[src/rtl/plic_pkg.sv]
// Shared types and helpers for the PLIC gateway slice.
package plic_pkg;

  typedef enum logic [1:0] {
    GW_IDLE    = 2'd0,
    GW_PENDING = 2'd1,
    GW_CLAIMED = 2'd2
  } gw_state_t;

  // ID value meaning "no interrupt".
  localparam int unsigned NO_IRQ = 0;

  // Bits needed to encode IDs 0..n.
  function automatic int id_width(input int n);
    return $clog2(n + 1);
  endfunction

endpackage

[src/rtl/plic_gw_cell.sv]
// One interrupt source: synchroniser, edge detector, saved-edge bit and
// IDLE/PENDING/CLAIMED state machine.
module plic_gw_cell
  import plic_pkg::*;
#(
  parameter int SYNC_STAGES = 2
) (
  input  logic      clk,
  input  logic      rst,
  input  logic      src,
  input  logic      edge_mode,
  input  logic      claim_hit,
  input  logic      complete_hit,
  output gw_state_t state
);

  logic [SYNC_STAGES-1:0] sync_q;
  logic                   prev_q;
  logic                   saved_q, saved_d;
  gw_state_t              state_q, state_d;
  logic                   s, rise, trig;

  assign s     = sync_q[SYNC_STAGES-1];
  assign rise  = s & ~prev_q;
  assign trig  = edge_mode ? rise : s;
  assign state = state_q;

  // Synchroniser chain feeding s, plus the one-cycle delayed sample of s.
  always_ff @(posedge clk or posedge rst) begin
    if (rst) begin
      sync_q <= '0;
      prev_q <= 1'b0;
    end else begin
      sync_q <= {sync_q[SYNC_STAGES-2:0], src};
      prev_q <= s;
    end
  end

  // Next state and saved-edge bookkeeping; a rise arriving with the
  // completion is folded straight back into PENDING.
  always_comb begin
    state_d = state_q;
    saved_d = saved_q;
    unique case (state_q)
      GW_IDLE: begin
        if (trig) state_d = GW_PENDING;
      end
      GW_PENDING: begin
        if (claim_hit) state_d = GW_CLAIMED;
        if (edge_mode && rise) saved_d = 1'b1;
      end
      GW_CLAIMED: begin
        if (complete_hit) begin
          if (edge_mode && (saved_q || rise)) begin
            state_d = GW_PENDING;
            saved_d = 1'b0;
          end else begin
            state_d = GW_IDLE;
          end
        end else if (edge_mode && rise) begin
          saved_d = 1'b1;
        end
      end
      default: state_d = GW_IDLE;
    endcase
    // Level-triggered sources never carry a remembered edge.
    if (!edge_mode) saved_d = 1'b0;
  end

  // State and saved-edge registers.
  always_ff @(posedge clk or posedge rst) begin
    if (rst) begin
      state_q <= GW_IDLE;
      saved_q <= 1'b0;
    end else begin
      state_q <= state_d;
      saved_q <= saved_d;
    end
  end

endmodule

[src/rtl/plic_gateway.sv]
// PLIC gateway top: N_SRC source cells, fixed-priority winner selection
// and claim/complete ID decode.
module plic_gateway
  import plic_pkg::*;
#(
  parameter int N_SRC       = 16,
  parameter int SYNC_STAGES = 2,
  parameter int ID_W        = id_width(N_SRC)
) (
  input  logic             clk_i,
  input  logic             rst_i,
  input  logic [N_SRC-1:0] src_i,
  input  logic [N_SRC-1:0] edge_mode_i,
  input  logic [N_SRC-1:0] enable_i,
  output logic             irq_o,
  input  logic             claim_i,
  output logic [ID_W-1:0]  claim_id_o,
  input  logic             complete_i,
  input  logic [ID_W-1:0]  complete_id_i,
  output logic [N_SRC-1:0] pending_o
);

  localparam logic [ID_W-1:0] NoIrqId = ID_W'(NO_IRQ);

  gw_state_t        cell_state [N_SRC];
  logic [N_SRC-1:0] claim_hit;
  logic [N_SRC-1:0] complete_hit;
  logic [N_SRC-1:0] active;

  for (genvar k = 0; k < N_SRC; k++) begin : g_src
    // Source k answers to ID k+1; IDs 0 and above N_SRC match nothing.
    assign claim_hit[k]    = claim_i && (claim_id_o == ID_W'(k + 1));
    assign complete_hit[k] = complete_i && (complete_id_i == ID_W'(k + 1));

    plic_gw_cell #(
      .SYNC_STAGES (SYNC_STAGES)
    ) u_cell (
      .clk          (clk_i),
      .rst          (rst_i),
      .src          (src_i[k]),
      .edge_mode    (edge_mode_i[k]),
      .claim_hit    (claim_hit[k]),
      .complete_hit (complete_hit[k]),
      .state        (cell_state[k])
    );
  end

  // Unmasked pending flags and the enabled subset used for arbitration.
  always_comb begin
    pending_o = '0;
    for (int k = 0; k < N_SRC; k++) begin
      pending_o[k] = (cell_state[k] == GW_PENDING);
    end
    active = pending_o & enable_i;
    irq_o  = |active;
  end

  // Fixed priority: lowest index among enabled pending sources wins.
  always_comb begin
    claim_id_o = NoIrqId;
    for (int k = N_SRC - 1; k >= 0; k--) begin
      if (active[k]) claim_id_o = ID_W'(k + 1);
    end
  end

endmodule
[config.mk]
export PLATFORM = sky130hd
export DESIGN_NAME = plic_gateway
export DESIGN_NICKNAME = d
export VERILOG_FILES = /design/src/rtl/plic_pkg.sv /design/src/rtl/plic_gw_cell.sv /design/src/rtl/plic_gateway.sv
export SDC_FILE = /design/constraint.sdc
export NUM_CORES = 1
export LEC_CHECK = 0
export CORE_UTILIZATION = 30
export DETAILED_ROUTE_END_ITERATION = 7
export HOLD_SLACK_MARGIN = 0.02
export PLACE_DENSITY_LB_ADDON = 0.12
export SLEW_MARGIN = 25
export SYNTH_ARGS = -nofsm -noshare
export SYNTH_HDL_FRONTEND = slang
export SYNTH_SLANG_ARGS = --single-unit
[constraint.sdc]
create_clock -name clk_i -period 2.9 [get_ports clk_i]
set_input_delay 0.29 -clock clk_i [delete_from_list [all_inputs] [get_ports clk_i]]
set_output_delay 0.29 -clock clk_i [all_outputs]
set_load 0.01 [all_outputs]
* Word-level counts from Yosys, hierarchy flattened
Index checks and enable logic that the tools add are counted.
** Storage, ports and cells
- Flip-flop bits (word level) :: 96
- Bits of input ports :: 57
- Output and inout bits :: 22
- Logic and storage cells :: 562
** Operators by class
- Eq/ne operators :: 144
- Multiplexer cells :: 192
- Bitwise gates (word level) :: 33
- Reductions and logical operators :: 129
** Operator list (count)
- 2-to-1 mux 1 bit :: 96
- 2-to-1 mux 2 bit :: 48
- inequality test 2 x 1 -> 1 bit, second input constant :: 48
- case mux 2 bit (3 select lines) :: 16
- == test 5 x 4 -> 1 bit, second input constant :: 16
- 2-to-1 mux 5 bit :: 16
- logical AND 1 bit :: 64
- inequality test 4 bit, second input constant :: 16
- inequality test 3 x 1 -> 1 bit, second input constant :: 16
- AND reduction 3 bit :: 16
- == test 5 x 3 -> 1 bit, second input constant :: 8
- == test 2 x 1 -> 1 bit, second input constant :: 16
- == test 2 bit, second input constant :: 16
- zero test 2 bit :: 16
- case mux 1 bit (2 select lines) :: 16
- AND reduction 2 bit :: 16
- == test 5 x 2 -> 1 bit, second input constant :: 4
- bitwise AND 1 bit :: 16
- bitwise AND 16 bit :: 1
- logical OR 1 bit :: 16
- inverter 1 bit :: 16
- OR reduction 16 bit :: 1
- == test 5 x 1 -> 1 bit, second input constant :: 2
- == test 5 bit, second input constant :: 2

* Logic depth before layout (Yosys ltp)
Gate-level depths: netlist of the first run.
- Depth in word-level cells :: 22
- Depth in mapped cells :: 7
- Depth with buffers taken out :: 7

* Modules after synthesis
A second synthesis of the first run with hierarchy kept.
** Unflattened totals
- Cell total of the unflattened synthesis :: 454
- Area, all modules :: 4491.8 sq um
** By module, submodules not included
- plic_gw_cell :: times used 16, cells an instance 21, area an instance 232.7 sq um, sequential area each 150.1 sq um
- plic_gateway :: times used 1, cells an instance 118, area an instance 768.2 sq um, sequential area each 0.0 sq um

* Worst setup path before layout of the first run
OpenSTA, ideal clock, no wires.
- Path kind :: reg-to-reg
- From :: register g_src[14].u_cell.state_q[1]
- To :: register g_src[1].u_cell.state_q[0]
- Setup time :: 0.126 ns
- Arrival :: 1.716 ns
- Required time :: 2.774 ns
- Path slack :: 1.058 ns
- Stages on the path, launching flop included :: 8
- Path buffers :: 1
- Clock period less this slack :: 1.842 ns
- Cell sequence :: dfrtp_1 buf_6 and3b_1 o211ai_2 a31oi_2 o21ai_2 o31a_2 o32a_1
** Between the ends
- Cells in the longest elaborated chain, start to end :: 21
** RTL lines
- start, declared :: RTL line plic_gw_cell.sv:20 : gw_state_t state_q, state_d;
- start signal, assigned :: RTL line plic_gw_cell.sv:76 : state_q <= state_d;
- == test 2 x 1 -> 1 bit :: RTL line plic_gateway.sv:52 : pending_o[k] = (cell_state[k] == GW_PENDING);
- bitwise AND 16 bit :: RTL line plic_gateway.sv:54 : active = pending_o & enable_i;
- 2-to-1 mux 5 bit (15 in a row) :: RTL line plic_gateway.sv:62 : if (active[k]) claim_id_o = ID_W'(k + 1);
- == test 5 x 2 -> 1 bit :: RTL line plic_gateway.sv:32 : assign claim_hit[k] = claim_i && (claim_id_o == ID_W'(k + 1));
- logical AND 1 bit :: RTL line plic_gateway.sv:32
- inequality test 2 x 1 -> 1 bit (no line)
- AND reduction 3 bit (no line)
- end signal, assigned :: RTL line plic_gw_cell.sv:76
- end, declared :: RTL line plic_gw_cell.sv:20
No other way between the ends.
A chain may end at the register's enable or synchronous reset.

* Worst setup path after layout of the first run
- From :: register g_src[10].u_cell.state_q[1]
- To :: output claim_id_o[0]
** Between the ends
- Cells in the longest elaborated chain, start to end :: 13
** RTL lines
- start, declared :: RTL line plic_gw_cell.sv:20
- start signal, assigned :: RTL line plic_gw_cell.sv:76
- == test 2 x 1 -> 1 bit :: RTL line plic_gateway.sv:52
- bitwise AND 16 bit :: RTL line plic_gateway.sv:54
- 2-to-1 mux 5 bit (11 in a row) :: RTL line plic_gateway.sv:62
- end, declared :: RTL line plic_gateway.sv:17 : output logic [ID_W-1:0] claim_id_o,
No other way between the ends.

==> results of run 1 <==
Yosys cell counts (4+ instances only):
cell	number	area share
o211a_1	5	0.011
nand4_1	4	0.0056
a21oi_1	22	0.025
o22ai_1	7	0.0098
mux2i_1	5	0.011
o32ai_1	7	0.014
nor2b_1	23	0.032
buf_4	9	0.015
and2_1	7	0.0098
a21o_1	5	0.0084
inv_1	22	0.018
and3b_1	4	0.0078
o21a_1	6	0.010
a21boi_0	4	0.0067
nand3b_1	16	0.027
nand3_1	6	0.0067
nor2_1	27	0.023
nor3b_1	5	0.0084
a22o_1	4	0.0078
nand2b_1	9	0.013
a31oi_1	5	0.0070
o21ai_0	18	0.020
nor3_1	4	0.0045
a211oi_1	7	0.012
o221a_2	8	0.020
nand2_1	33	0.028
nor4_1	5	0.0070
dfrtp_1	96	0.54
metrics by stage:
step / cell area (um^2) / cells
final: 5760 / 696
after global routing: 5760 / 696
after CTS: 5740 / 695
after detailed placement: 5460 / 680
after global placement: 5460 / 680
after floorplan: 4470 / 424
sequential cells by signal, indices dropped and copies added, names as in the netlist:
name                  count
g_src.u_cell.saved_q     16
g_src.u_cell.prev_q      16
g_src.u_cell.sync_q      32
g_src.u_cell.state       32
per-layer routing:
| layer | part of all wire | vias to the layer above | GRT usage |
|---|---|---|---|
| met1 | 0.48 | 1769 | 0.215 |
| met3 | 0.052 | 10 | 0.0481 |
| li1 | - | 1721 | - |
| met2 | 0.46 | 64 | 0.246 |
| met4 | 0.012 | 0 | 0.0417 |
| met5 | 0 | - | 0 |
how the worst max path moves through the flow:
stage / from / endpoint / slack [ps] / depth (start not counted)
after detailed placement: enable_i[10] / claim_id_o[0] / 210 / 8
final: g_src[10].u_cell.state[1] / claim_id_o[0] / 180 / 7
after floorplan: rst_i / g_src[0].u_cell.prev_q / 100 / 1
after CTS: g_src[10].u_cell.state[1] / claim_id_o[0] / 50 / 7
after global routing: g_src[1].u_cell.state[1] / claim_id_o[4] / 20 / 5
after global placement: enable_i[10] / claim_id_o[0] / 240 / 8
report_power, final:
part	internal, W	switching [W]	leakage, nW
Combinational	0.000658	0.000698	1.13
Sequential	0.00151	0.000202	1.15
Clock	0.000686	0.000495	0.139
cell type report:
| cell class | instances | area (um^2) |
|---|---|---|
| multi-input combinational | 293 | 1900 |
| clock buffer | 12 | 246 |
| clock inverter | 3 | 42.5 |
| timing repair buffer | 85 | 846 |
| tap | 184 | 230 |
| inverter | 23 | 88.8 |
| sequential | 96 | 2400 |
| fill | 1454 | 8780 |
what timing repair did:
| action | CTS | global route |
|---|---|---|
| setup buffers | 0 | 1 |
| endpoints found under the setup margin | 0 | 1 |
| gates resized for setup | 0 | 2 |
| hold buffers | 0 | 0 |
cells by family after synthesis:
kind of cell	Yosys count	share of synthesized area
AOI/OAI and AO/OA	130	0.213
adders and majority gates	1	0.00224
buffers and inverters	35	0.0392
DFF	96	0.537
muxes	5	0.0112
and+or+nand+nor	157	0.198
==> metrics.md, run 1 <==
| Metric | Value |
|---|---|
| Crit path setup slack, layout | `184 ps` |
| Unrepaired setup endpoints after global routing | `false` |
| Num CTS Buffers | `9` |
| Clock Tree Buf Depth | `2` |
| Cell Area, Synth | `0.00447 mm^2` |
| Endpoints failing setup | `0` |
| Routed wire length | `about 11000 um` |
| Ys async rst share | `1.00` |
| TritonRoute pass-1 iters | `4` |
| WS Path Type | `reg -> out` |
| Max Clk Rate | `368 MHz` |
| R2R depth | `6` |
| Slew headroom | `0.594` |
| GRT Total Usage | `0.159` |
| Max Slew Vio Count | `0` |
| Die height | `between 100 and 150 um` |
| Fin Setup TNS | `0 ps` |
| Hold Violations, Final | `0` |
| Max_cap viols | `0` |
| Dpl ws | `213 ps` |
| Placeable Area | `0.0145 mm^2` |
| DRC viols | `0` |
| Vias in the first global route | `3543` |
| CP Buf/Inv Count | `1` |
| Final clock skew | `4.32 ps` |
| Clk pin slew, worst setup/hold paths | `approximately 60 ps` |
| Detailed-route via count | `approximately 3600` |
| Final period util | `0.937` |
| DRT antenna net count | `0` |
| Vias/cell | `5.12` |
| Fin util | `0.396` |
| DIE WIDTH | `124 um` |
| Cells after Synth | `424` |
| Crit-path max cell delay | `between 500 and 600 ps` |
| Maximum fanout along the worst path | `8` |
| Clock latency on the worst-skew pair | `350 ps` |
| First-pass GRT wire length | `18300 um` |
| Layout net count | `around 570` |
| Htree depth | `3` |
| Startpoint types | `flip-flop` |
| FP Rows | `44` |
| R2r startpoint | `g_src[1].u_cell.state[1]` |
| Hold Slack | `347 ps` |
| Status | `complete, no violations` |
| Max VDD drop | `0.000297 V` |
| Synth Area per Inst | `10.5 um^2` |
| Post-detailed-route wirelength per cell | `16.3 um` |
| Die Area | `0.0154 mm^2` |
| R2R Path End | `g_src[7].u_cell.state[0]` |
| CTS sink count | `96` |
| Initial drt markers | `203` |
| Sequential share of the synthesized area | `0.537` |
| Commonest non-fill, non-tap cells in the layout | `dfrtp_1 (95), clkdlybuf4s50_1 (78), nand2_1 (33)` |
| Yosys warns | `0` |
| IO buf count | `78` |
| Largest net degree at the start of global routing | `between 40 and 50` |
| Worst Hold Launch | `g_src[1].u_cell.sync_q[0]` |
| Initial antenna violation count | `0` |
| Tmin final | `2720 ps` |
| Leading cell type in the layout, fill and taps excluded | `dfrtp_1` |
| TritonCTS clock tree | `built` |
| Crit end category | `primary output` |
| CP Cell Sequence | `nand3b_1 -> a32o_1 -> o21ai_2 -> and2_4 -> o21ai_0 -> nand2_1 -> clkdlybuf4s50_1` |
| FF-to-FF setup slack | `slightly above 700 ps` |
| Total gr overflow | `0` |
| Leak | `around 2.4 nW` |
| Layout overhead on the synthesized area | `28.7%` |
| Hold Path Cell Cnt | `0` |
| Power density cells | `~740 mW/mm^2` |
| Worst path slowest cell | `clkdlybuf4s50_1` |
| Slew at the pin closest to its max-slew limit | `slightly above 600 ps` |
| Initial Utilization | `0.308` |
| Distinct cells, synth | `61` |
| Io pins | `79` |
| Worst Hold End | `g_src[1].u_cell.sync_q[1]` |
| Synthesized flop and latch total | `96` |
| Kind of cell adding the most delay to the critical path | `simple AND/OR/NAND/NOR gates` |
| CP required | `2610 ps` |
| Post-layout total power | `0.00425 W` |
| Clock Tree Root | `clkbuf_16` |
| Hpwl dp | `approximately 8500 um` |
| Routability cong. | `a little under 0.8` |
| Post-Synthesis Net Count | `around 480` |
| Worst min-delay path class | `reg -> reg` |
| Layout cell share with drive strength beyond 1 | `0.0859` |
| Ant diodes | `0` |
| Post-synth EDFFs | `0` |
| Crit path DAT | `2430 ps` |
| Ys flop type | `dfrtp_1` |
(Power assumes the default switching activity.)
==> inputs of run 2 (changes only) <==
ABC_CLOCK_PERIOD_IN_PS = 2900   (was default)
CTS_CLUSTER_SIZE = 16   (was default)
==> results of run 2 <==
Same layout as run 1: the final DEF is identical, and so are final timing and power.
